===== src/rtl/lift_seq.sv =====
// ---------------------------------------------------------------------------
// lift_seq -- row sequencer for the lifting-wavelet datapath.
//
// Runs one lifting pass over a row of signed 16-bit samples held in a
// single-port SPRAM. For every updated index i it reads the left, centre and
// right neighbours (with symmetric extension at the row ends), presents the
// triple to an external lifting-step unit, and writes the unit's result back
// to base+i in place.
//
// Ports
//   clk, rst_n        system clock, asynchronous active-low reset
//   start             single-cycle pass request, honoured only while idle
//   base, len         row start address and row length, latched with start
//   odd, fwd          pass parity and direction, latched with start
//   mem_addr/we/wdata SPRAM address, write enable, write data
//   mem_rdata         SPRAM read data, valid one cycle after its address
//   lift_l/s/r        left / centre / right samples to the lifting unit
//   lift_e_o, lift_f_i parity and direction flags to the lifting unit
//   lift_res          lifting-unit result
//   busy, done, err   pass status
//
// Handshake: start is a request pulse; it is accepted only in IDLE and is
// otherwise dropped without effect. Every accepted start produces exactly one
// done pulse; busy covers the cycles strictly between acceptance and done.
// err pulses together with done when the row is too short to process
// (len < 2), in which case the SPRAM is never touched.
// ---------------------------------------------------------------------------
module lift_seq #(
    parameter int ADDR_W   = 16,
    parameter int LIFT_LAT = 1
) (
    input  logic              clk,
    input  logic              rst_n,
    input  logic              start,
    input  logic [ADDR_W-1:0] base,
    input  logic [ADDR_W-1:0] len,
    input  logic              odd,
    input  logic              fwd,
    output logic [ADDR_W-1:0] mem_addr,
    output logic              mem_we,
    output logic [15:0]       mem_wdata,
    input  logic [15:0]       mem_rdata,
    output logic [15:0]       lift_l,
    output logic [15:0]       lift_s,
    output logic [15:0]       lift_r,
    output logic              lift_e_o,
    output logic              lift_f_i,
    input  logic [15:0]       lift_res,
    output logic              busy,
    output logic              done,
    output logic              err
);

    localparam int LAT_W = (LIFT_LAT > 1) ? $clog2(LIFT_LAT) : 1;
    localparam logic [LAT_W-1:0] LAT_LAST = LAT_W'(LIFT_LAT - 1);

    // Row indices carry one extra bit so that i+2 never wraps before it is
    // compared against the row length, even for rows of nearly 2^ADDR_W words.
    localparam logic [ADDR_W:0] IDX_ONE = (ADDR_W+1)'(1);
    localparam logic [ADDR_W:0] IDX_TWO = (ADDR_W+1)'(2);

    typedef enum logic [2:0] {
        IDLE,
        RD_L,
        RD_S,
        RD_R,
        CAP,
        LIFT,
        WR,
        DONE
    } state_t;

    state_t            state;
    logic [ADDR_W-1:0] base_r;
    logic [ADDR_W:0]   len_r;
    logic [ADDR_W:0]   idx;
    logic [LAT_W-1:0]  lat_cnt;

    logic [ADDR_W:0]   idx_nxt;
    logic [ADDR_W:0]   li_nxt;
    logic [ADDR_W:0]   ri_cur;
    logic [ADDR_W-1:0] first_li;

    assign idx_nxt = idx + IDX_TWO;
    // idx_nxt is always >= 2, so the left neighbour of the next index never
    // needs the i = 0 mirror.
    assign li_nxt  = idx_nxt - IDX_ONE;
    // Right edge mirrors onto i-1 when i is the last element of the row.
    assign ri_cur  = ((idx + IDX_ONE) >= len_r) ? (idx - IDX_ONE) : (idx + IDX_ONE);
    // First left neighbour: odd passes start at i=1 (left = 0); even passes
    // start at i=0 whose left neighbour mirrors to 1.
    assign first_li = odd ? '0 : ADDR_W'(1);

    // Outputs are registered: each transition loads the values the next
    // state must present, so the address is on the bus for the whole cycle
    // of the state that owns it.
    always_ff @(posedge clk or negedge rst_n) begin
        if (!rst_n) begin
            state     <= IDLE;
            base_r    <= '0;
            len_r     <= '0;
            idx       <= '0;
            lat_cnt   <= '0;
            mem_addr  <= '0;
            mem_we    <= 1'b0;
            mem_wdata <= '0;
            lift_l    <= '0;
            lift_s    <= '0;
            lift_r    <= '0;
            lift_e_o  <= 1'b0;
            lift_f_i  <= 1'b0;
            busy      <= 1'b0;
            done      <= 1'b0;
            err       <= 1'b0;
        end else begin
            case (state)
                IDLE: begin
                    done   <= 1'b0;
                    err    <= 1'b0;
                    mem_we <= 1'b0;
                    if (start) begin
                        base_r   <= base;
                        len_r    <= {1'b0, len};
                        lift_e_o <= odd;
                        lift_f_i <= fwd;
                        if (len < ADDR_W'(2)) begin
                            state <= DONE;
                            done  <= 1'b1;
                            err   <= 1'b1;
                        end else begin
                            state    <= RD_L;
                            busy     <= 1'b1;
                            idx      <= odd ? IDX_ONE : '0;
                            mem_addr <= base + first_li;
                        end
                    end
                end

                RD_L: begin
                    mem_addr <= base_r + idx[ADDR_W-1:0];
                    state    <= RD_S;
                end

                RD_S: begin
                    lift_l   <= mem_rdata;
                    mem_addr <= base_r + ri_cur[ADDR_W-1:0];
                    state    <= RD_R;
                end

                RD_R: begin
                    lift_s <= mem_rdata;
                    state  <= CAP;
                end

                CAP: begin
                    lift_r  <= mem_rdata;
                    lat_cnt <= '0;
                    state   <= LIFT;
                end

                LIFT: begin
                    if (lat_cnt == LAT_LAST) begin
                        mem_wdata <= lift_res;
                        mem_we    <= 1'b1;
                        mem_addr  <= base_r + idx[ADDR_W-1:0];
                        state     <= WR;
                    end else begin
                        lat_cnt <= lat_cnt + LAT_W'(1);
                    end
                end

                WR: begin
                    mem_we <= 1'b0;
                    idx    <= idx_nxt;
                    if (idx_nxt < len_r) begin
                        mem_addr <= base_r + li_nxt[ADDR_W-1:0];
                        state    <= RD_L;
                    end else begin
                        state <= DONE;
                        done  <= 1'b1;
                        busy  <= 1'b0;
                    end
                end

                DONE: begin
                    done  <= 1'b0;
                    err   <= 1'b0;
                    state <= IDLE;
                end

                default: begin
                    state <= IDLE;
                end
            endcase
        end
    end

endmodule


===== config.mk =====
export PLATFORM = sky130hd
export DESIGN_NAME = lift_seq
export DESIGN_NICKNAME = d
export VERILOG_FILES = /design/src/rtl/lift_seq.sv
export SDC_FILE = /design/constraint.sdc
export NUM_CORES = 1
export LEC_CHECK = 0
export ABC_AREA = 0
export CORE_MARGIN = 2
export CORE_UTILIZATION = 25
export CTS_CLUSTER_SIZE = 30
export DETAILED_ROUTE_END_ITERATION = 8
export GPL_TIMING_DRIVEN = 0
export PLACE_DENSITY_LB_ADDON = 0.15
export SYNTH_ARGS = -nofsm -noshare
export SYNTH_HDL_FRONTEND = slang
export SYNTH_SLANG_ARGS = --single-unit

===== constraint.sdc =====
create_clock -name clk -period 6.65 [get_ports clk]
set_clock_uncertainty 0.1 [all_clocks]
set_input_delay 0.665 -clock clk [delete_from_list [all_inputs] [get_ports clk]]
set_output_delay 0.665 -clock clk [all_outputs]
set_load 0.01 [all_outputs]

==> results_dict.tcl, run 1 <==
set metrics [dict create \
    run_status "completed" \
    async_flop_share_pct 100 \
    power_density_nw_per_um2 514 \
    syn_inst 977 \
    die_area_um2 39100 \
    layout.cells.non_filler 1636 \
    min_path_type "in2async" \
    synth_area_um2 9380 \
    crit_type "reg2reg" \
    seq_area_frac_synth_pct 36.8 \
    totalNegativeSetupSlack_ps 0 \
    critical_path_arrival_ps 6460 \
    routedWlPerCell_um 18.5 \
    clkTransAtPathRegs_ps 70 \
    synth_edf_count 0 \
    crit_path_max_fanout 10 \
    numPortBuffers 154 \
    peakVddDrop_v 0.000215 \
    synth.avg_cell_area_um2 9.60 \
    root_buffer "clkbuf_16" \
    dp_cells 1600 \
    ys_ff_latch 138 \
    coreArea_um2 36800 \
    synth_nets 1139 \
    vias 7802 \
    grt_overflow 0 \
    drive_gt1_share_pct 15.1 \
    via_per_inst 4.77 \
    dpl.hpwl_mm 22.7 \
    yosys_warnings 0 \
    finalHoldViolCount 0 \
    pin_count 155 \
    first_global_vias 8008 \
    die_w_um 198 \
    total_power_mw 6.29 \
    ys.flop_type "dfrtp_1" \
    finalCritPeriodShare_pct 93.9 \
    nNetsFinal 1316 \
    drv_cap 0 \
    die_h_um 198 \
    critPathSlowestCell "clkbuf_1" \
    area.growth.synth_to_final_pct 30.3 \
    yosysUniqueCellTypes 64 \
    setup_violations 0 \
    end_kind "flop" \
    tightest_slew_ps 991 \
    rsz0062_at_grt "no" \
    slew_viol_final 0 \
    drtAntennaViolNets 0 \
    grt_max_degree 79 \
    cts_buffers 17 \
    mostFrequentLayoutCells "clkdlybuf4s50_1 (153), dfrtp_1 (137), mux2_2 (98), ha_1 (90), inv_1 (89)" \
    clock_path_buffers 2 \
    track_usage_pct 15.9 \
    grt_antenna_before_repair 3 \
    leakagePower_nw 5.44 \
    cts_tree "yes" \
    drt_iter0_markers 437 \
    holdBufCountCts 0 \
    grt_pass1_wl_mm 46.6 \
    drc 0 \
    cts_max_level 4 \
    clk_latency_ps 440 \
    period_minus_slack_ps 6240 \
    layout_commonest_cell "clkdlybuf4s50_1" \
    cp.required_ps 6870 \
    slew_headroom_pct 33.7 \
    dr.pass1.iters 4 \
    cp-start-kind "flop" \
    drt-total-wl_mm 30.3 \
    max_clock_freq_mhz 160 \
    start_util_pct 25.5 \
    fillers 3879 \
    cts_sinks 138 \
    max_stage_delay_ps 530 \
    globalplace.congestion 0.821 \
    rows 70 \
]
==> path summary, 6_finish.rpt <==
path,startpoint,to,slack (ps),cells past startpoint
setup / recovery,idx[0]$_DFFE_PN0P_,mem_addr[12]$_DFFE_PN0P_,410,25
hold / removal,rst_n,len_r[11]$_DFFE_PN0P_,70,1
setup reg to reg,idx[0]$_DFFE_PN0P_,mem_addr[12]$_DFFE_PN0P_,410,25
hold reg to reg,mem_addr[10]$_DFFE_PN0P_,mem_addr[10]$_DFFE_PN0P_,380,2
max in group asynchronous,rst_n,lift_r[12]$_DFFE_PN0P_,5570,2
min in group clk,mem_addr[10]$_DFFE_PN0P_,mem_addr[10]$_DFFE_PN0P_,380,2
==> timing repair <==
action,CTS,global route
resized for setup,3,21
buffers inserted,3,1
gates cloned,0,0
setup endpoints to repair,7,7
pin swaps,0,1
==> synth_stat cells, types with 5 or more instances <==
cell type,instances,area (um2)
a21o_1,16,120
a21oi_1,58,290
a31oi_1,10,62.6
and2_1,8,50.1
and3_1,9,56.3
buf_1,5,18.8
buf_2,9,45.0
clkbuf_1,26,97.6
dfrtp_1,138,3450
ha_1,91,1140
inv_1,89,334
mux2_2,98,1100
nand2_1,65,244
nand2b_1,7,43.8
nand3_1,30,150
nand4_1,9,56.3
nor2_1,57,214
nor3_1,15,75.1
nor4_1,10,62.6
o21a_1,5,37.5
o21ai_0,55,275
o22ai_1,10,62.6
xnor2_1,46,403
xor2_1,32,280
==> registers in the layout (all words and copies together) (netlist names) <==
register	cells
busy	1
err	1
mem_addr	16
idx	17
mem_we	1
len_r	16
done	1
state	3
lift_e_o	1
lift_f_i	1
mem_wdata	16
base_r	16
lift_r	16
lift_l	16
lift_s	16
==> worst max-delay path: cells and delay by family (launching register included) <==
family / cells / cell delay (ps)
compound gates: 10 / 2090
buf+inv: 5 / 1270
fa+ha+maj: 3 / 1040
simple gates: 4 / 530
xor+xnor: 2 / 410
flops: 1 / 410
mux: 1 / 290
==> layer usage <==
layer  share of wire [%]  vias up  GRT usage [%]
met3                 7.2       29           5.47
met1                  45     3805           20.1
met4                 1.5        4           4.29
li1                    -     3778              -
met2                  46      186           25.8
met5               0.056        -              0
==> stage by stage <==
| step | instance area (um2) | utilization [%] | hold WS [ps] | setup WS [ps] |
|---|---|---|---|---|
| floorplan | 9380 | - | 269 | 1210 |
| detailed placement | 11500 | 31.4 | 373 | -421 |
| global route | 12200 | 33.2 | 100 | 25.1 |
| finish | 12200 | 33.2 | 67.1 | 409 |
| CTS | 12100 | 33.0 | 90.0 | 22.9 |
| global placement | 11500 | 31.3 | 367 | -1810 |
==> final cells by class <==
class / instances / area, um2 / area share, %
clock buffers: 18 / 429 / 3.51
well taps: 468 / 586 / 4.79
inverters: 89 / 334 / 2.73
multi-input cells: 705 / 5480 / 44.8
flip-flops and latches: 138 / 3450 / 28.3
repair buffers: 159 / 1600 / 13.1
clock inverters: 14 / 138 / 1.13
diodes: 1 / 2.50 / 0.0205
plain buffers: 44 / 204 / 1.67
==> cells by family after synthesis <==
kind of cell / count (synthesis) / synth area share (%)
and+or+nand+nor: 237 / 12.7
AOI/OAI and AO/OA: 197 / 12.9
DFF: 138 / 36.8
buffers and inverters: 134 / 5.72
muxes: 100 / 12.0
adders and majority gates: 93 / 12.6
xor gates and xnor gates: 78 / 7.28
==> report_power, final <==
part,leakage (nW),internal [mW],switching (mW)
Sequential,1.67,1.24,0.236
Combinational,3.49,1.85,2.02
Clock,0.278,0.523,0.429
Total,5.44,3.61,2.68
Power figures use the tool's default switching activity.
==> run 2: changes to the inputs <==
--- a/config.mk
+++ b/config.mk
@@ -6,6 +6,7 @@
 export NUM_CORES = 1
 export LEC_CHECK = 0
 export ABC_AREA = 0
+export CAP_MARGIN = 5
 export CORE_MARGIN = 2
 export CORE_UTILIZATION = 25
 export CTS_CLUSTER_SIZE = 30
==> results of run 2 <==
No change in the layout: final DEF, timing and power equal those of run 1.
